[src/rtl/mult_div_unit_pkg.sv]
// Shared encodings for the HI/LO multiply-divide unit: op codes, FSM states, iteration count.
package mdu_pkg;

  localparam int MDU_ITER = 32;

  typedef enum logic [2:0] {
    MDU_MULT  = 3'd0,
    MDU_MULTU = 3'd1,
    MDU_DIV   = 3'd2,
    MDU_DIVU  = 3'd3,
    MDU_MTHI  = 3'd4,
    MDU_MTLO  = 3'd5
  } mdu_op_e;

  typedef enum logic [1:0] {
    IDLE = 2'd0,
    RUN  = 2'd1,
    FIX  = 2'd2,
    DONE = 2'd3
  } mdu_state_e;

  // MULT and DIV treat operands as two's complement; the unsigned forms do not.
  function automatic logic op_is_signed(input logic [2:0] op);
    return (op == MDU_MULT) || (op == MDU_DIV);
  endfunction

endpackage

[src/rtl/mult_div_unit_if.sv]
// Issue/result bundle between the control unit (master) and the multiply-divide unit (slave).
interface mult_div_unit_if #(
  parameter int WIDTH = 32
);
  logic             start;
  logic [2:0]       op;
  logic [WIDTH-1:0] a;
  logic [WIDTH-1:0] b;
  logic             busy;
  logic             done;
  logic [WIDTH-1:0] hi;
  logic [WIDTH-1:0] lo;

  modport master (output start, op, a, b, input busy, done, hi, lo);
  modport slave  (input start, op, a, b, output busy, done, hi, lo);
endinterface

[src/rtl/mult_div_unit_step.sv]
// One combinational iteration: shift-add multiply step or restoring-divide step.
module mdu_step #(
  parameter int WIDTH = 32
) (
  input  logic             div_mode,
  input  logic [WIDTH-1:0] acc,
  input  logic [WIDTH-1:0] sr,
  input  logic [WIDTH-1:0] opnd,
  output logic [WIDTH-1:0] acc_nxt,
  output logic [WIDTH-1:0] sr_nxt
);

  logic [WIDTH:0]   sum_s;
  logic [WIDTH:0]   shifted_s;
  logic [WIDTH+1:0] diff_s;

  // Multiply: {acc,sr} shifts right absorbing the adder carry; divide: {acc,sr} shifts left.
  always_comb begin
    sum_s     = {1'b0, acc} + ({1'b0, opnd} & {(WIDTH + 1){sr[0]}});
    shifted_s = {acc, sr[WIDTH-1]};
    diff_s    = {1'b0, shifted_s} - {2'b00, opnd};
    acc_nxt   = acc;
    sr_nxt    = sr;
    if (div_mode) begin
      if (!diff_s[WIDTH+1]) begin
        acc_nxt = diff_s[WIDTH-1:0];
        sr_nxt  = {sr[WIDTH-2:0], 1'b1};
      end else begin
        acc_nxt = shifted_s[WIDTH-1:0];
        sr_nxt  = {sr[WIDTH-2:0], 1'b0};
      end
    end else begin
      acc_nxt = sum_s[WIDTH:1];
      sr_nxt  = {sum_s[0], sr[WIDTH-1:1]};
    end
  end

endmodule

[src/rtl/mult_div_unit.sv]
// Iterative HI/LO multiply-divide unit with MTHI/MTLO and a busy stall indication.
// Define FAST_MULT_EN to compute MULT/MULTU in a single cycle; DIV/DIVU stay iterative.
module mult_div_unit
  import mdu_pkg::*;
#(
  parameter int WIDTH = 32,
  parameter int ITER  = MDU_ITER
) (
  input logic            clk,
  input logic            reset,
  mult_div_unit_if.slave bus
);

  localparam int CW = $clog2(ITER + 1);

  mdu_state_e       state_r, state_nxt_s;
  logic [WIDTH-1:0] acc_r, sr_r, opnd_r, hi_r, lo_r;
  logic [WIDTH-1:0] acc_nxt_s, sr_nxt_s, opnd_nxt_s, hi_nxt_s, lo_nxt_s;
  logic [WIDTH-1:0] step_acc_s, step_sr_s;
  logic [CW-1:0]    cnt_r, cnt_nxt_s;
  logic             div_r, res_neg_r, rem_neg_r, dz_r;
  logic             div_nxt_s, res_neg_nxt_s, rem_neg_nxt_s, dz_nxt_s;
  logic             a_neg_s, b_neg_s;
  logic [WIDTH-1:0] a_mag_s, b_mag_s, quo_s, rem_s;
  logic [2*WIDTH-1:0] prod_s;
`ifdef FAST_MULT_EN
  logic [2*WIDTH-1:0] fast_prod_s;
`endif

  mdu_step #(.WIDTH(WIDTH)) u_step (
    .div_mode (div_r),
    .acc      (acc_r),
    .sr       (sr_r),
    .opnd     (opnd_r),
    .acc_nxt  (step_acc_s),
    .sr_nxt   (step_sr_s)
  );

  // Operand magnitudes at issue and sign-corrected results for the FIX cycle.
  always_comb begin
    a_neg_s = op_is_signed(bus.op) & bus.a[WIDTH-1];
    b_neg_s = op_is_signed(bus.op) & bus.b[WIDTH-1];
    a_mag_s = a_neg_s ? -bus.a : bus.a;
    b_mag_s = b_neg_s ? -bus.b : bus.b;
    prod_s  = res_neg_r ? -{acc_r, sr_r} : {acc_r, sr_r};
    quo_s   = dz_r ? {WIDTH{1'b1}} : (res_neg_r ? -sr_r : sr_r);
    rem_s   = rem_neg_r ? -acc_r : acc_r;
`ifdef FAST_MULT_EN
    // Truncating the product of sign-extended operands yields the signed product.
    if (op_is_signed(bus.op)) begin
      fast_prod_s = {{WIDTH{bus.a[WIDTH-1]}}, bus.a} * {{WIDTH{bus.b[WIDTH-1]}}, bus.b};
    end else begin
      fast_prod_s = {{WIDTH{1'b0}}, bus.a} * {{WIDTH{1'b0}}, bus.b};
    end
`endif
  end

  // Next-state and datapath next values; a start is only honoured in IDLE or DONE.
  always_comb begin
    state_nxt_s   = state_r;
    acc_nxt_s     = acc_r;
    sr_nxt_s      = sr_r;
    opnd_nxt_s    = opnd_r;
    hi_nxt_s      = hi_r;
    lo_nxt_s      = lo_r;
    cnt_nxt_s     = cnt_r;
    div_nxt_s     = div_r;
    res_neg_nxt_s = res_neg_r;
    rem_neg_nxt_s = rem_neg_r;
    dz_nxt_s      = dz_r;
    case (state_r)
      IDLE, DONE: begin
        if (state_r == DONE) begin
          state_nxt_s = IDLE;
        end else begin
          state_nxt_s = IDLE;
        end
        if (bus.start) begin
          case (bus.op)
            MDU_MULT, MDU_MULTU, MDU_DIV, MDU_DIVU: begin
`ifdef FAST_MULT_EN
              if (!bus.op[1]) begin
                {hi_nxt_s, lo_nxt_s} = fast_prod_s;
                state_nxt_s          = DONE;
              end else begin
`else
              begin
`endif
                // Divide keeps the dividend in sr and divisor in opnd; multiply the reverse.
                state_nxt_s   = RUN;
                acc_nxt_s     = {WIDTH{1'b0}};
                sr_nxt_s      = bus.op[1] ? a_mag_s : b_mag_s;
                opnd_nxt_s    = bus.op[1] ? b_mag_s : a_mag_s;
                cnt_nxt_s     = CW'(ITER);
                div_nxt_s     = bus.op[1];
                res_neg_nxt_s = a_neg_s ^ b_neg_s;
                rem_neg_nxt_s = a_neg_s;
                dz_nxt_s      = bus.op[1] && (bus.b == {WIDTH{1'b0}});
              end
            end
            MDU_MTHI: hi_nxt_s = bus.a;
            MDU_MTLO: lo_nxt_s = bus.a;
            default: ;
          endcase
        end else begin
          cnt_nxt_s = cnt_r;
        end
      end
      RUN: begin
        acc_nxt_s = step_acc_s;
        sr_nxt_s  = step_sr_s;
        cnt_nxt_s = cnt_r - CW'(1);
        if (cnt_r == CW'(1)) begin
          state_nxt_s = FIX;
        end else begin
          state_nxt_s = RUN;
        end
      end
      FIX: begin
        if (div_r) begin
          hi_nxt_s = rem_s;
          lo_nxt_s = quo_s;
        end else begin
          {hi_nxt_s, lo_nxt_s} = prod_s;
        end
        state_nxt_s = DONE;
      end
      default: state_nxt_s = IDLE;
    endcase
  end

  // State and datapath registers; reset discards any operation in flight.
  always_ff @(posedge clk) begin
    if (reset) begin
      state_r   <= IDLE;
      acc_r     <= {WIDTH{1'b0}};
      sr_r      <= {WIDTH{1'b0}};
      opnd_r    <= {WIDTH{1'b0}};
      hi_r      <= {WIDTH{1'b0}};
      lo_r      <= {WIDTH{1'b0}};
      cnt_r     <= {CW{1'b0}};
      div_r     <= 1'b0;
      res_neg_r <= 1'b0;
      rem_neg_r <= 1'b0;
      dz_r      <= 1'b0;
    end else begin
      state_r   <= state_nxt_s;
      acc_r     <= acc_nxt_s;
      sr_r      <= sr_nxt_s;
      opnd_r    <= opnd_nxt_s;
      hi_r      <= hi_nxt_s;
      lo_r      <= lo_nxt_s;
      cnt_r     <= cnt_nxt_s;
      div_r     <= div_nxt_s;
      res_neg_r <= res_neg_nxt_s;
      rem_neg_r <= rem_neg_nxt_s;
      dz_r      <= dz_nxt_s;
    end
  end

  assign bus.hi   = hi_r;
  assign bus.lo   = lo_r;
  assign bus.busy = (state_r == RUN) || (state_r == FIX);
  assign bus.done = (state_r == DONE);

endmodule

[src/flat_wrapper.sv]
// flat-port wrapper written by rule: the top's interface ports become plain ports
module mult_div_unit_flat import mdu_pkg::*;
#(
  parameter int WIDTH = 32,
  parameter int ITER  = MDU_ITER
)
  (clk, reset, bus_start, bus_op, bus_a, bus_b, bus_busy, bus_done, bus_hi, bus_lo);
  mult_div_unit_if #(.WIDTH(WIDTH)) bus_i ();
  input logic clk;
  input logic reset;
  input wire logic [$bits(bus_i.start)-1:0] bus_start;
  input wire logic [$bits(bus_i.op)-1:0] bus_op;
  input wire logic [$bits(bus_i.a)-1:0] bus_a;
  input wire logic [$bits(bus_i.b)-1:0] bus_b;
  output wire logic [$bits(bus_i.busy)-1:0] bus_busy;
  output wire logic [$bits(bus_i.done)-1:0] bus_done;
  output wire logic [$bits(bus_i.hi)-1:0] bus_hi;
  output wire logic [$bits(bus_i.lo)-1:0] bus_lo;
  assign bus_i.start = bus_start;
  assign bus_i.op = bus_op;
  assign bus_i.a = bus_a;
  assign bus_i.b = bus_b;
  assign bus_busy = bus_i.busy;
  assign bus_done = bus_i.done;
  assign bus_hi = bus_i.hi;
  assign bus_lo = bus_i.lo;
  mult_div_unit #(.WIDTH(WIDTH), .ITER(ITER)) u_core (.clk(clk), .reset(reset), .bus(bus_i));
endmodule
[config.mk]
export PLATFORM = sky130hd
export DESIGN_NAME = mult_div_unit_flat
export DESIGN_NICKNAME = d
export VERILOG_FILES = /design/src/rtl/mult_div_unit_pkg.sv /design/src/rtl/mult_div_unit_if.sv /design/src/rtl/mult_div_unit_step.sv /design/src/rtl/mult_div_unit.sv /design/src/flat_wrapper.sv
export SDC_FILE = /design/constraint.sdc
export NUM_CORES = 1
export LEC_CHECK = 0
export ABC_AREA = 1
export CAP_MARGIN = 15
export CORE_MARGIN = 1
export CORE_UTILIZATION = 60
export DETAILED_ROUTE_END_ITERATION = 7
export PLACE_DENSITY_LB_ADDON = 0.12
export SLEW_MARGIN = 20
export SYNTH_ARGS = -nofsm -noshare
export SYNTH_HDL_FRONTEND = slang
export SYNTH_SLANG_ARGS = --single-unit
[constraint.sdc]
create_clock -name clk -period 5.2 [get_ports clk]
set_input_delay 1.04 -clock clk [delete_from_list [all_inputs] [get_ports clk]]
set_output_delay 1.04 -clock clk [all_outputs]
set_load 0.05 [all_outputs]
### Word-level counts from Yosys, hierarchy flattened

Cells that the tools add are included.

| storage, ports and cells | value |
|---|---|
| register bits | 172 |
| output and inout bits | 66 |
| logic and storage cells | 83 |

| operators by class | value |
|---|---|
| add/subtract/negate cells | 8 |
| eq/ne operators | 13 |
| multiplexer cells | 33 |
| bitwise logic cells | 4 |
| reductions and logical operators | 14 |

Operators by type and width:

| operator | count |
|---|---|
| 32-bit 2-to-1 mux | 20 |
| 32-bit one-hot mux with 2 select lines | 4 |
| 32-bit negation | 4 |
| 64-bit 2-to-1 mux | 1 |
| 64-bit negation | 1 |
| 33-bit by 32-bit subtractor with 34-bit output | 1 |
| 32-bit by 33-bit adder with 33-bit output | 1 |
| 32-bit by 33-bit bitwise AND with 33-bit output | 1 |
| 32-bit logical NOT | 1 |
| 6-bit 2-to-1 mux | 2 |
| 6-bit one-hot mux with 2 select lines | 1 |
| 3-bit AND reduction | 4 |
| 2-bit inequality test, second input constant | 4 |
| 3-bit by 2-bit == test with 1-bit output, second input constant | 2 |
| 3-bit == test, second input constant | 2 |
| 6-bit by 1-bit == test with 1-bit output, second input constant | 1 |
| 2-bit one-hot mux with 3 select lines | 1 |
| 6-bit by 1-bit subtractor with 6-bit output, second input constant | 1 |
| 2-bit == test, second input constant | 2 |
| 2-bit 2-to-1 mux | 2 |
| 2-bit nonzero test | 2 |
| 4-bit OR reduction | 1 |
| 3-bit by 1-bit == test with 1-bit output, second input constant | 1 |
| 3-bit logical NOT | 1 |
| 8 further kinds | 11 |

### Longest topological paths before layout

Gate-level depths: netlist of the first run.

| logic depth | value |
|---|---|
| word-level depth | 8 |
| gate-level depth with buffers | 20 |
| mapped depth without buffers | 18 |

### By module

Synthesis of the first run repeated with hierarchy kept, for this count alone.

| unflattened totals | value |
|---|---|
| cells, all modules | 3324 |
| area, all modules | 18282.5 µm² |

Modules (own cells, without submodules):

| module | times used | cells an instance | area each (µm²) | sequential area each (µm²) |
|---|---|---|---|---|
| mult_div_unit | 1 | 2046 | 12099.1 | 3443.3 |
| mdu_step | 1 | 1278 | 6183.4 | 0.0 |

### Least setup slack after synthesis of the first run

No wires, ideal clock.

| path | value |
|---|---|
| kind | register to register |
| start point | register u_core.sr_r[0] |
| end point | register u_core.acc_r[31] |
| arrival | 2703 ps |
| data required time | 5130 ps |
| path slack | 2426 ps |
| cell stages (with the launch flop) | 21 |
| clock period less this slack | 2774 ps |
| cell sequence | dfxtp_1 clkbuf_1 buf_1 nand2_1 inv_1 ha_1 inv_1 fa_1 inv_1 nand2_1 o21ai_0 nand2_1 nand2_1 nand3_1 nand3_1 nand2_1 nand3_1 nand2_1 inv_1 nand2_1 a21oi_1 |

| on the way | value |
|---|---|
| longest elaborated chain between the ends | 4 |

RTL lines:

| what | line | text |
|---|---|---|
| from (decl) | mult_div_unit.sv:17 | `logic [WIDTH-1:0] acc_r, sr_r, opnd_r, hi_r, lo_r;` |
| from (signal assigned) | mult_div_unit.sv:137 | `sr_r <= {WIDTH{1'b0}};` |
| from (signal assigned) | mult_div_unit.sv:149 | `sr_r <= sr_nxt_s;` |
| 32-bit by 33-bit bitwise AND with 33-bit output | mult_div_unit_step.sv:19 | `sum_s = {1'b0, acc} + ({1'b0, opnd} & {(WIDTH + 1){sr[0]}});` |
| 32-bit by 33-bit adder with 33-bit output | mult_div_unit_step.sv:19 |  |
| 32-bit 2-to-1 mux | mult_div_unit_step.sv:24 | `if (div_mode) begin` |
| 32-bit one-hot mux with 2 select lines | mult_div_unit.sv:71 | `case (state_r)` |
| to (signal assigned) | mult_div_unit.sv:136 | `acc_r <= {WIDTH{1'b0}};` |
| to (signal assigned) | mult_div_unit.sv:148 | `acc_r <= acc_nxt_s;` |
| to (decl) | mult_div_unit.sv:17 |  |

No other way between the ends.
A chain may end at the register's enable or synchronous reset.

### Worst setup path in the final report of the first run

| path | value |
|---|---|
| start point | input port bus_a[0] |
| end point | register u_core.sr_r[20] |

| on the way | value |
|---|---|
| longest elaborated chain between the ends | 6 |

RTL lines:

| what | line | text |
|---|---|---|
| from (decl) | flat_wrapper.sv:13 | `input wire logic [$bits(bus_i.a)-1:0] bus_a;` |
| 32-bit negation | mult_div_unit.sv:43 | `a_mag_s = a_neg_s ? -bus.a : bus.a;` |
| 32-bit 2-to-1 mux | mult_div_unit.sv:43 |  |
| 32-bit 2-to-1 mux | mult_div_unit.sv:92 | `sr_nxt_s = bus.op[1] ? a_mag_s : b_mag_s;` |
| 32-bit 2-to-1 mux | mult_div_unit.sv:79 | `case (bus.op)` |
| 32-bit 2-to-1 mux | mult_div_unit.sv:78 | `if (bus.start) begin` |
| 32-bit one-hot mux with 2 select lines | mult_div_unit.sv:71 |  |

No other way between the ends. The select of a mux whose other input is x is not followed.

==> results.yml, run 1 <==
finish:
  syn2layout_area_growth_pct: 11.8
  nets: 3488
  fin_util_pct: 68.9
  final.fill_count: 2774
  drive_gt1_share_pct: 2.98
worst_setup_path:
  slowest_stage: "clkdlybuf4s50_1"
  worst-setup-path-type: "in -> reg"
  cpLargestDelayFamily: "simple AND/OR/NAND/NOR gates"
  crit_chain: "clkdlybuf4s50_1 > inv_1 > ha_1 > nand4_1 > nor2_1 > nand3_1 > nand2_1 > nand2_1 > xor2_1 > a21oi_1 > a21oi_1 > nor2_1"
  startpoint_type: "primary input"
  cp.required_ns: 5.55
  path_max_fanout: 6
  cp_slowest_stage_delay_ns: 0.67
  critPathBufInv: 2
  arrival_ns: 4.00
  cp-end-kind: "flip-flop"
timing:
  rsz0062_at_grt: "false"
  hold_viol_final: 0
  worst_slew_pin_slew_ns: 1.05
  drv_slew: 0
  final.setup.tns_ns: 0
  setup_viol: 0
  clock.fmax_mhz: 274
  fin_skew_ns: 0.0191
  period_needed_ns: 3.65
  slew_headroom_pct: 29.7
  min_period_over_period_pct: 70.2
yosys:
  syn_nets: 3433
  async_flop_share_pct: 0
  syn-cell-area_sq_um: 17900
  netlist_instances: 3288
  synth_cell_types: 50
  ys_warn_count: 0
  yosysSeqAreaShare_pct: 19.3
  synth_edf_count: 0
  synth_ff_type: "dfxtp_1"
  ys_seq_elements: 172
  postSynthAreaPerCell_sq_um: 5.44
detailed_routing:
  drt_iter0_markers: 3942
  wirelength_um: 76900
  drtAntennaViolNets: 0
  remaining_drc_errors: 5
  viasPerCell: 6.22
  dr.pass1.iters: 8
  vias: 23300
  wl_per_cell_um: 20.5
pwr:
  total_leakage_power_nw: 10.2
  power_density_nw_per_um2: 205
  vdd_ir_drop_max_uv: 251
  p_seq_share_pct: 35.7
  swShare_pct: 41.2
  internal_power_mw: 2.41
  p_sw_mw: 1.69
  pwr-share-comb_pct: 31.9
  p_clk_share_pct: 32.4
status:
  status: "finished with violations"
  failed_checks: "DRC"
clock_network:
  ctsResizeCount: 0
  clock_path_buffers: 2
  cts_tree: "done"
  cts_buffers: 17
  root_buffer: "clkbuf_16"
  htreeDepth: 4
  cts_sinks: 172
  clkTransAtPathRegs_ns: 0.07
  post_cts_buffers: 0
  hold_buffers: 0
  worstSkewPairLatency_ns: 0.48
floorplanning:
  fp.dieW_um: 175
  num_rows: 62
  ios: 136
  die_y_um: 175
  dieArea_sq_um: 30500
  start_util_pct: 61.7
  core-area_sq_um: 29000
global_routing:
  grt_usage_pct: 49.4
  grt_pass1_wl_um: 116000
  antenna_found_initial: 1
  grt_pass1_vias: 20600
  grt_max_degree: 88
  gr-total-overflow: 0
place:
  hpwlAfterDp_um: 59200
  io_buffer_count: 135
  gp_congestion: 1.12
min_path:
  hold_class: "reg -> reg"
job:
  max_cap_violations: 0
power groups by stage:
stage | clock network, mW | logic, mW | registers [mW]
CTS | 1.31 | 1.24 | 1.45
floorplan | 0 | 0.804 | 1.50
detailed placement | 0 | 1.23 | 1.49
global placement | 0 | 1.21 | 1.48
global route | 1.37 | 1.41 | 1.46
finish | 1.33 | 1.31 | 1.46
flip-flops by register name (all words and copies together), names as in the netlist:
signal            cells
u_core.acc_r         32
u_core.bus.hi        32
u_core.bus.lo        32
u_core.opnd_r        32
u_core.sr_r          32
u_core.cnt_r          6
u_core.state_r        2
u_core.div_r          1
u_core.dz_r           1
u_core.rem_neg_r      1
u_core.res_neg_r      1
cell usage after synthesis (6+ instances only):
| master | count | share of area [%] |
|---|---|---|
| o21ai_0 | 297 | 8.3 |
| or2_2 | 9 | 0.31 |
| xor2_1 | 47 | 2.3 |
| dfxtp_1 | 172 | 19 |
| buf_2 | 8 | 0.22 |
| nand2_1 | 900 | 19 |
| clkbuf_1 | 97 | 2.0 |
| nand3_1 | 303 | 8.5 |
| o21bai_1 | 16 | 0.67 |
| ha_1 | 73 | 5.1 |
| a31oi_1 | 23 | 0.80 |
| nor2_2 | 6 | 0.21 |
| a21o_1 | 8 | 0.34 |
| a21oi_1 | 243 | 6.8 |
| nor2_1 | 391 | 8.2 |
| nand3b_1 | 22 | 0.92 |
| o211ai_1 | 18 | 0.76 |
| nand4_1 | 50 | 1.7 |
| buf_1 | 14 | 0.29 |
| inv_1 | 481 | 10 |
| inv_2 | 9 | 0.19 |
| o21ai_1 | 8 | 0.22 |
| nor3_1 | 31 | 0.87 |
worst register-to-register path, cell delays in order (launching register included):
cell and delay [ns]:
dfxtp_1 0.67, buf_4 0.42, nand2_1 0.18, fa_1 0.43, inv_1 0.19, nand2_1 0.10
o21ai_0 0.51, nand2_1 0.11, nand3_1 0.18, nand2_1 0.11, nand3_1 0.09, nand2_1 0.05
nor2_1 0.24, nor2_1 0.07, nand2_1 0.06, a21oi_1 0.05
layout make-up:
type                    instances  area [sq um]  share of cell area, %
diodes                          1          2.50                 0.0125
clock buffers                  17           425                   2.13
clock inverters                15           163                  0.813
inverters                     495          1860                   9.29
multi-input cells            2498         12100                   60.4
flip-flops and latches        172          3440                   17.2
well taps                     384           480                   2.40
repair buffers                159          1540                   7.72
cells by family after synthesis:
| kind of cell | after synthesis | synth area share (%) |
|---|---|---|
| DFF | 172 | 19.3 |
| xor gates and xnor gates | 50 | 2.45 |
| adders and majority gates | 75 | 5.33 |
| and+or+nand+nor | 1733 | 40.6 |
| AOI/OAI and AO/OA | 640 | 19.2 |
| buffers and inverters | 618 | 13.3 |
metal layers:
layer / track usage [%] / share of wire (%) / up-vias
met2: 71.9 / 41 / 1797
met3: 15.7 / 15 / 341
met4: 29.5 / 7.2 / 2
li1: - / - / 10700
met1: 63.5 / 37 / 10400
met5: 0 / 0.017 / -
final timing paths:
path | start | endpoint | slack [ns] | cells past startpoint
max reg2reg | u_core.sr_r[0] | u_core.acc_r[27] | 1.58 | 15
min | u_core.cnt_r[3] | u_core.cnt_r[3] | 0.48 | 2
max | bus_a[0] | u_core.sr_r[20] | 1.55 | 12
min reg2reg | u_core.cnt_r[3] | u_core.cnt_r[3] | 0.48 | 2
per-stage QoR:
step	hold slack (ns)	instance area, sq um	power (mW)	setup WS [ns]	instances
global placement	0.460	19400	2.70	1.30	3708
detailed placement	0.470	19400	2.72	1.28	3708
global route	0.551	20000	4.23	1.39	3740
CTS	0.481	20000	4.01	1.72	3740
finish	0.483	20000	4.10	1.55	3741
floorplan	0.445	17900	2.30	2.43	3288
cell usage in the layout (no fill, tap or decap), types with 9 or more instances in the layout:
cell type	netlist	routed
nand2_1	900	899
inv_1	481	479
nor2_1	391	389
nand3_1	303	303
o21ai_0	297	297
a21oi_1	243	243
dfxtp_1	172	171
clkdlybuf4s50_1	0	135
ha_1	73	72
nand4_1	50	50
xor2_1	47	47
nor3_1	31	31
a31oi_1	23	23
buf_4	1	23
nand3b_1	22	22
o211ai_1	18	18
clkbuf_16	0	17
o21bai_1	16	16
inv_2	9	11
or2_2	9	9
No activity file was read; power rests on OpenSTA's default activity.
==> run 2, diff against run 1 <==
--- a/config.mk
+++ b/config.mk
@@ -8,7 +8,7 @@
 export ABC_AREA = 1
 export CAP_MARGIN = 15
 export CORE_MARGIN = 1
-export CORE_UTILIZATION = 60
+export CORE_UTILIZATION = 55
 export DETAILED_ROUTE_END_ITERATION = 7
 export PLACE_DENSITY_LB_ADDON = 0.12
 export SLEW_MARGIN = 20
==> constraint.sdc (replaced) <==
create_clock -name clk -period 2.9 [get_ports clk]
set_input_delay 0.58 -clock clk [delete_from_list [all_inputs] [get_ports clk]]
set_output_delay 0.58 -clock clk [all_outputs]
set_load 0.05 [all_outputs]
==> results.yml, run 2 (synthesized netlist as in run 1, its figures left out) <==
status:
  status: "finished clean"
floorplanning:
  dieArea_sq_um: 33200
  fp.dieW_um: 182
  ios: 136
  num_rows: 65
  core-area_sq_um: 31800
  die_y_um: 182
  start_util_pct: 56.3
place:
  hpwlAfterDp_um: 64400
  io_buffer_count: 135
  gp_congestion: 1.11
  dpl_worst_slack_ns: -0.0561
global_routing:
  grt_pass1_vias: 21400
  antenna_found_initial: 0
  grt_usage_pct: 47.6
  grt_max_degree: 76
  gr-total-overflow: 0
  grt_pass1_wl_um: 121000
clock_network:
  cts_sinks: 172
  hold_buffers: 0
  clock_path_buffers: 2
  worstSkewPairLatency_ns: 0.46
  htreeDepth: 4
  cts_tree: "done"
  root_buffer: "clkbuf_16"
  clkTransAtPathRegs_ns: 0.07
  cts_buffers: 17
detailed_routing:
  wl_per_cell_um: 20.6
  dr.pass1.iters: 8
  drt_iter0_markers: 3495
  viasPerCell: 6.00
  wirelength_um: 80400
  remaining_drc_errors: 0
  vias: 23400
  drtAntennaViolNets: 0
timing:
  worst_slew_pin_slew_ns: 0.827
  slew_headroom_pct: 44.4
  clock.fmax_mhz: 358
  rsz0062_at_grt: "false"
  fin_skew_ns: 0.0153
  drv_slew: 0
  setup_viol: 0
  min_period_over_period_pct: 96.4
  hold_viol_final: 0
  layout_setup_ws_ns: 0.104
  period_needed_ns: 2.80
  hold_ws_ns: 0.480
finish:
  final_common_cell: "nand2_1"
  drive_gt1_share_pct: 6.22
  multi_input_area_sq_um: 12100
  antenna_cells: 0
  final_cell_mix: "nand2_1 (899), inv_1 (479), nor2_1 (389)"
  seq_area_sq_um: 3440
  final.fill_count: 3098
  syn2layout_area_growth_pct: 17.4
  nets: 3603
pwr:
  vdd_ir_drop_max_uv: 478
  power_density_nw_per_um2: 355
  total_leakage_power_nw: 10.8
worst_setup_path:
  worst-setup-path-type: "reg -> reg"
  cp.required_ns: 3.21
  cp-startpoint: "u_core.opnd_r[22]"
  startpoint_type: "flip-flop"
  path_max_fanout: 15
  arrival_ns: 3.10
  cp-end-kind: "flip-flop"
  rr_startpoint: "u_core.opnd_r[22]"
job:
  max_cap_violations: 0
min_path:
  hp-start: "u_core.cnt_r[3]"
  hold_class: "reg -> reg"
## run 2: cell types whose count changed in the layout (fill, tap and decap cells not counted), sizes merged
| cell | previous run | this run |
|---|---|---|
| clkdlybuf4s50 | 135 | 134 |
| clkbuf | 17 | 20 |
| buf | 24 | 140 |
| bufinv | 0 | 1 |
| inv | 500 | 495 |
| diode | 1 | 0 |
## run 2: timing repair
action / CTS / global route
setup buffers: 0 / 0
gates resized for setup: 0 / 6
setup endpoints to repair: 0 / 13
## run 2: final timing paths
path	end	slack, ns	cells after the start
setup / recovery	u_core.acc_r[24]	0.10	13
hold / removal	u_core.cnt_r[3]	0.48	2
setup reg to reg	u_core.acc_r[24]	0.10	13
hold reg to reg	u_core.cnt_r[3]	0.48	2
## run 2: power by group
group	internal, mW	switching, mW	leakage (nW)
registers	2.46	0.136	1.40
logic	0.806	1.73	9.14
clock network	1.22	1.10	0.274
total	4.49	2.97	10.8
## run 2: cell type report
type	instances	area share [%]
Tap cell	435	2.59
Timing Repair Buffer	274	11.8
Sequential cell	172	16.4
Clock inverter	11	0.530
Clock buffer	20	2.13
Inverter	495	8.85
Multi-Input combinational cell	2498	57.7
## run 2: worst max-delay path, stage by stage, from the launching register on
cell,delay (ns)
dfxtp_1,0.48
inv_1,0.16
ha_1,0.40
a21oi_1,0.25
inv_1,0.10
nand3_1,0.08
nand3_1,0.16
a21oi_4,0.26
nand2_8,0.14
buf_12,0.18
nand3_1,0.16
nand3_1,0.10
nand2_1,0.11
a21oi_1,0.07
## run 2: layer usage
metal	part of all wire [%]	track usage, %
met5	0	0
met4	7.5	31.2
met3	15	14.1
met2	41	70.9
met1	37	59.5
## run 2: metrics by stage
step	utilization (%)	TNS [ns]	total power, mW	area, sq um	std cells
floorplan	-	0	4.13	17900	3288
global placement	64.2	-0.00834	5.01	20400	3874
detailed placement	64.2	-0.0640	5.04	20400	3874
CTS	65.9	0	7.30	21000	3905
global route	66.0	0	7.70	21000	3905
finish	66.0	0	7.45	21000	3905
